$ cat config.mk
export PLATFORM = sky130hd
export DESIGN_NAME = mem_arbiter
export DESIGN_NICKNAME = d
export VERILOG_FILES = /design/src/rtl/mem_arbiter_pkg.sv /design/src/rtl/mem_arbiter.sv
export SDC_FILE = /design/constraint.sdc
export NUM_CORES = 1
export LEC_CHECK = 0
export CAP_MARGIN = 5
export CORE_AREA = 10 10 99 101
export DETAILED_ROUTE_END_ITERATION = 10
export DIE_AREA = 0 0 109 111
export PLACE_DENSITY = 0.79
export SLEW_MARGIN = 20
export SYNTH_ARGS = -nofsm -noshare
export SYNTH_HDL_FRONTEND = slang
export SYNTH_SLANG_ARGS = --single-unit
$ cat constraint.sdc
create_clock -name clk -period 4.1 [get_ports clk]
set_clock_uncertainty 0.15 [all_clocks]
set_input_delay 0.82 -clock clk [delete_from_list [all_inputs] [get_ports clk]]
set_output_delay 0.82 -clock clk [all_outputs]
set_load 0.005 [all_outputs]
$ cat src/rtl/mem_arbiter_pkg.sv
// mem_arbiter_pkg: shared state encoding and default streak limit for the memory arbiter.
package mem_arbiter_pkg;
  typedef enum logic [1:0] {
    IDLE   = 2'd0,
    I_WAIT = 2'd1,
    D_WAIT = 2'd2
  } state_t;
  localparam int STREAK_MAX_DEF = 2;
endpackage

$ cat src/rtl/mem_arbiter.sv
// mem_arbiter: shares one memory port between fetch and load/store, data first with bounded fetch starvation.
module mem_arbiter
  import mem_arbiter_pkg::*;
#(
  parameter int ADDR_W     = 32,
  parameter int DATA_W     = 32,
  parameter int STREAK_MAX = STREAK_MAX_DEF
) (
  input  logic                clk,
  input  logic                rst,
  input  logic                i_req,
  input  logic [ADDR_W-1:0]   i_addr,
  output logic                i_rvalid,
  output logic [DATA_W-1:0]   i_rdata,
  input  logic                d_req,
  input  logic                d_we,
  input  logic [DATA_W/8-1:0] d_wmask,
  input  logic [ADDR_W-1:0]   d_addr,
  input  logic [DATA_W-1:0]   d_wdata,
  output logic                d_done,
  output logic [DATA_W-1:0]   d_rdata,
  output logic                mem_valid,
  input  logic                mem_ready,
  output logic                mem_we,
  output logic [DATA_W/8-1:0] mem_wmask,
  output logic [ADDR_W-1:0]   mem_addr,
  output logic [DATA_W-1:0]   mem_wdata,
  input  logic                mem_rvalid,
  input  logic [DATA_W-1:0]   mem_rdata,
  output logic                stall,
  output logic                err
);
  localparam int SW = $clog2(STREAK_MAX + 1);
  localparam logic [SW-1:0] SMAX = SW'(STREAK_MAX);
  state_t state, state_n;
  logic [SW-1:0] streak;
  logic idle, pick_i, acc;
  always_comb begin
    idle      = state == IDLE;
    pick_i    = i_req & (~d_req | streak == SMAX);
    mem_valid = ~rst & idle & (i_req | d_req);
    mem_we    = ~pick_i & d_we;
    mem_wmask = d_wmask;
    mem_addr  = pick_i ? i_addr : d_addr;
    mem_wdata = d_wdata;
    acc       = mem_valid & mem_ready;
    i_rvalid  = ~rst & state == I_WAIT & mem_rvalid;
    d_done    = ~rst & ((state == D_WAIT & mem_rvalid) | (acc & ~pick_i & d_we));
    i_rdata   = mem_rdata;
    d_rdata   = mem_rdata;
    stall     = (i_req & ~i_rvalid) | (d_req & ~d_done);
    state_n   = acc ? (pick_i ? I_WAIT : d_we ? IDLE : D_WAIT)
              : (~idle & mem_rvalid) ? IDLE : state;
  end
  always_ff @(posedge clk) begin
    if (rst) begin
      state  <= IDLE;
      streak <= '0;
      err    <= 1'b0;
    end else begin
      state <= state_n;
      // a fetch grant and an idle fetch line both restart the starvation count
      if (~i_req | (acc & pick_i)) streak <= '0;
      else if (acc && streak != SMAX) streak <= streak + 1'b1;
      if ((idle & mem_rvalid) | (state == I_WAIT & ~i_req) | (state == D_WAIT & ~d_req))
        err <= 1'b1;
    end
  end
endmodule

## After elaboration in Yosys (flattened, before gate mapping)

Index checks and enable logic that the tools add are counted.

- Logic and storage cells: 49
- Register bits: 5
- Bits in writable memories: 0
- Bits of input ports: 139
- Memories: 0
- Output and inout port bits: 138
- Latch bits: 0
- ROM bits: 0

- Magnitude comparators: 0
- Mux-type cells: 5
- Equality and inequality tests: 4
- $add $sub $neg: 1
- Reduce and logical (&&, ||, !) cells: 4
- Multipliers: 0
- Bitwise operators: 32
- Shift operators: 0
- Divide/modulo/power cells: 0

Operator list:

| operator | number |
|---|---|
| 32-bit 2-to-1 mux | 1 |
| 1-bit bitwise AND | 18 |
| 2-bit 2-to-1 mux | 4 |
| 1-bit NOT | 7 |
| 1-bit bitwise OR | 7 |
| 2-bit equality test, second input constant | 2 |
| 2-bit by 1-bit adder with 2-bit output, second input constant | 1 |
| 2-bit by 1-bit equality test with 1-bit output, second input constant | 1 |
| 2-bit zero test | 1 |
| 2-bit inequality test, second input constant | 1 |
| 2-bit nonzero test | 1 |
| 2-bit OR reduction | 1 |
| 1-bit logical AND | 1 |

## Logic depth before layout (Yosys ltp)

- Depth after elaboration: 11
- Gate-level depth with buffers: 6
- Gate-level depth less buffers: 5

## Worst setup path after synthesis

No wires, ideal clock.

- Kind: in2out
- From: in rst
- To: out stall
- Arrival: 1.578 ns
- Setup slack: 1.552 ns
- Path buffers: 1
- Required time: 3.130 ns
- Cell stages on the path: 4
- Cell sequence: clkbuf_1 nor4b_2 nand4_1 a31o_2

- Word-level cells in the longest chain between the ends: 11
- Elaborated cells on any way between the ends: 15
- Those cells by class: bitwise: 15

Ends and longest elaborated chain:

| item | RTL line | RTL |
|---|---|---|
| start: declaration | mem_arbiter.sv:10 | `input logic rst,` |
| 1-bit NOT * | mem_arbiter.sv:41, mem_arbiter.sv:47, mem_arbiter.sv:48 |  |
| 1-bit bitwise AND (2 in a row) | mem_arbiter.sv:41 | `mem_valid = ~rst & idle & (i_req \| d_req);` |
| 1-bit bitwise AND | mem_arbiter.sv:46 | `acc = mem_valid & mem_ready;` |
| 1-bit bitwise AND (2 in a row) | mem_arbiter.sv:48 | `d_done = ~rst & ((state == D_WAIT & mem_rvalid) \| (acc & ~pick_i & d_we));` |
| 1-bit bitwise OR | mem_arbiter.sv:48 |  |
| 1-bit bitwise AND | mem_arbiter.sv:48 |  |
| 1-bit NOT | mem_arbiter.sv:51 | `stall = (i_req & ~i_rvalid) \| (d_req & ~d_done);` |
| 1-bit bitwise AND | mem_arbiter.sv:51 |  |
| 1-bit bitwise OR * | mem_arbiter.sv:51 |  |
| end: declaration | mem_arbiter.sv:30 | `output logic stall,` |

Mark *: on every way between the ends. The rest lies on a longest branch, timed or not.

## Worst setup path in the final report

- From: in d_req
- To: out mem_addr[31]

- Word-level cells in the longest chain between the ends: 4

Ends and longest elaborated chain:

| item | RTL line | RTL |
|---|---|---|
| start: declaration | mem_arbiter.sv:15 | `input logic d_req,` |
| 1-bit NOT | mem_arbiter.sv:40 | `pick_i = i_req & (~d_req \| streak == SMAX);` |
| 1-bit bitwise OR | mem_arbiter.sv:40 |  |
| 1-bit bitwise AND | mem_arbiter.sv:40 |  |
| 32-bit 2-to-1 mux | mem_arbiter.sv:44 | `mem_addr = pick_i ? i_addr : d_addr;` |
| end: declaration | mem_arbiter.sv:26 | `output logic [ADDR_W-1:0] mem_addr,` |

Every way passes these cells.

==> results <==
==> cells by family after synthesis <==
kind of cell,count (synthesis),share of synthesized area (%)
buf+inv,108,49.8
mux,34,29.7
simple gates,24,10.2
compound gates,9,3.50
flops,5,6.08
fa+ha+maj,1,0.760
==> metrics by stage <==
stage               hold slack, ns  worst slack (ns)  instances  cell area (um2)
floorplan                    0.315              1.55        181             1650
global placement             0.328             0.396        288             2060
finish                       0.339             0.362        292             2110
global route                 0.380             0.287        292             2110
CTS                          0.352             0.345        292             2110
detailed placement           0.344             0.350        288             2060
==> cells in the final DEF (no fill, tap or decap) <==
cell	n
inv_1	1
and2_1	1
dfxtp_1	5
mux2_2	3
nor4_2	1
mux2i_1	2
a31oi_1	1
clkbuf_8	3
mux2_4	29
nand4_1	2
nor3b_1	3
and3_1	1
nor4b_2	1
nand2_4	1
a41o_1	1
a31o_2	1
nand2b_1	4
a21o_1	1
ha_1	1
clkbuf_1	1
nor3b_2	1
nor2_1	5
a21oi_1	5
nor3_1	1
nand2_1	1
clkdlybuf4s50_1	108
nand2b_2	1
buf_12	1
nand3b_1	1
==> flip-flops by register name, indices dropped and copies added, names as in the netlist <==
| name | flops |
|---|---|
| err | 1 |
| state | 2 |
| streak | 2 |
==> power by group <==
group	switching, mW	leakage (nW)	internal, mW
Clock	0.0250	0.0228	0.0668
Sequential	0.00297	0.0408	0.0510
Combinational	0.0548	0.804	0.150
==> final cells by class <==
| class | count | area (um2) | area share (%) |
|---|---|---|---|
| repair buffers | 109 | 1100 | 52.2 |
| flip-flops and latches | 5 | 100 | 4.75 |
| inverters | 1 | 3.75 | 0.178 |
| multi-input cells | 68 | 727 | 34.5 |
| clock buffers | 4 | 45.0 | 2.14 |
| well taps | 105 | 131 | 6.23 |
==> final timing paths <==
path                       endpoint                    from  depth (start not counted)  slack, ns
max                    mem_addr[31]                   d_req                          6       0.36
min          streak[1]$_SDFFE_PP0P_  streak[1]$_SDFFE_PP0P_                          2       0.34
max reg2reg   state[0]$_SDFFE_PP0P_  streak[0]$_SDFFE_PP0P_                          4       2.76
min reg2reg  streak[1]$_SDFFE_PP0P_  streak[1]$_SDFFE_PP0P_                          2       0.34
==> critical path: stages <==
cell             delay [ns]
clkdlybuf4s50_1        0.65
nand2b_2               0.13
nand2_4                0.09
buf_12                 0.25
mux2_2                 0.37
clkdlybuf4s50_1        0.45
==> metal layers <==
metal	share of wire, %	GRT usage (%)	vias to the layer above
li1	-	-	509
met1	36	7.61	488
met2	46	12.0	115
met3	16	5.23	21
met5	0	0	-
met4	1.7	3.34	0
==> results.toml <==
[status]
outcome = "completed"

[clock_network]
clk_pin_slew_ns = 0.03
cts.sinks = 5
h-tree-depth = 1
ctsResizeCount = 0
clockBufferDepth = 2
worstSkewPairLatency_ns = 0.22
clock-root-buffer = "clkbuf_8"
cts_hold_buf = 0
post_cts_buffers = 0
tritoncts.num_buffers = 3
cts_tree = "built"

[cells_and_area]
antenna-diode-count = 0
area_delta_synth_final_pct = 28.0
fin_util_pct = 26.5
fin_nets = 328
fill_cells = 839
final_layout_size_suffix_gt1_share_pct = 22.5

[timing]
setup_violations = 0
rsz0062_at_grt = "false"
drv_slew = 0
finalCritPeriodShare_pct = 91.2
slew_headroom_pct = 75.0
fin_setup_tns_ns = 0
finalHoldViolations = 0
post-route-min-period_ns = 3.74
tightest_slew_ns = 0.375
fmax_mhz = 268

[global_routing]
grt_overflow = 0
antenna_found_initial = 0
grt_max_degree = 34
grt_pass1_vias = 1210
grt_pass1_wl_mm = 7.25
grtUsageTotal_pct = 7.64

[logic_synthesis]
synth.top_cell.area_share_pct = 45.6
synth_ff_type = "dfxtp_1"
synth_seq_cells = 5
synth_most_common_cell = "buf_4"
async_reset_ff_share_pct = 0
synth_top_area_cell = "buf_4"
yosys_warnings = 0
synthesis.area_um2 = 1650
synth_cells = 181
synth-seq-area-share_pct = 6.08
synthDistinctLibCells = 29
synth_edf_count = 0
synth_common_cells = "100 x buf_4, 29 x mux2_4"
synthTopCellsByArea = "buf_4 46%, mux2_4 26%, dfxtp_1 6.1%, buf_6 3.4%, mux2_2 2.1%"
syn-mean-instance-area_um2 = 9.10
syn-num-nets = 321

[routing]
wl_mm = 5.30
post_drt_wl_per_cell_um = 18.1
drtIter0Drc = 17
route.detailed.drc = 0
firstDrtPassIters = 4
viasPerCell = 3.88
ant_nets = 0
vias = 1133

[floorplan]
core-area_um2 = 7970
die_area_um2 = 12100
die_h_um = 111
initial_core_util_pct = 20.7
rows = 33
dieWidth_um = 109
num_io_pins = 277

[place]
portBuffers = 108
gp_congestion = 0.813
dp.final_hpwl_mm = 4.58

[worst_setup_path]
crit_required_ns = 3.13
cp-start-kind = "input port"
endpoint_kind = "output pin"
cp.arrival_ns = 2.77
critPathKind = "input port to output pin"
critPathMaxFanout = 33

[power]
ir_drop_uv = 156
power_density_nw_per_um2 = 166
p_leak_nw = 0.867
total_power_mw = 0.351

[flow_run]
maxCapViolCount = 0

[hold_path]
worstHoldPathType = "flop to flop"
Note: power is estimated with default switching activity, not from simulation.
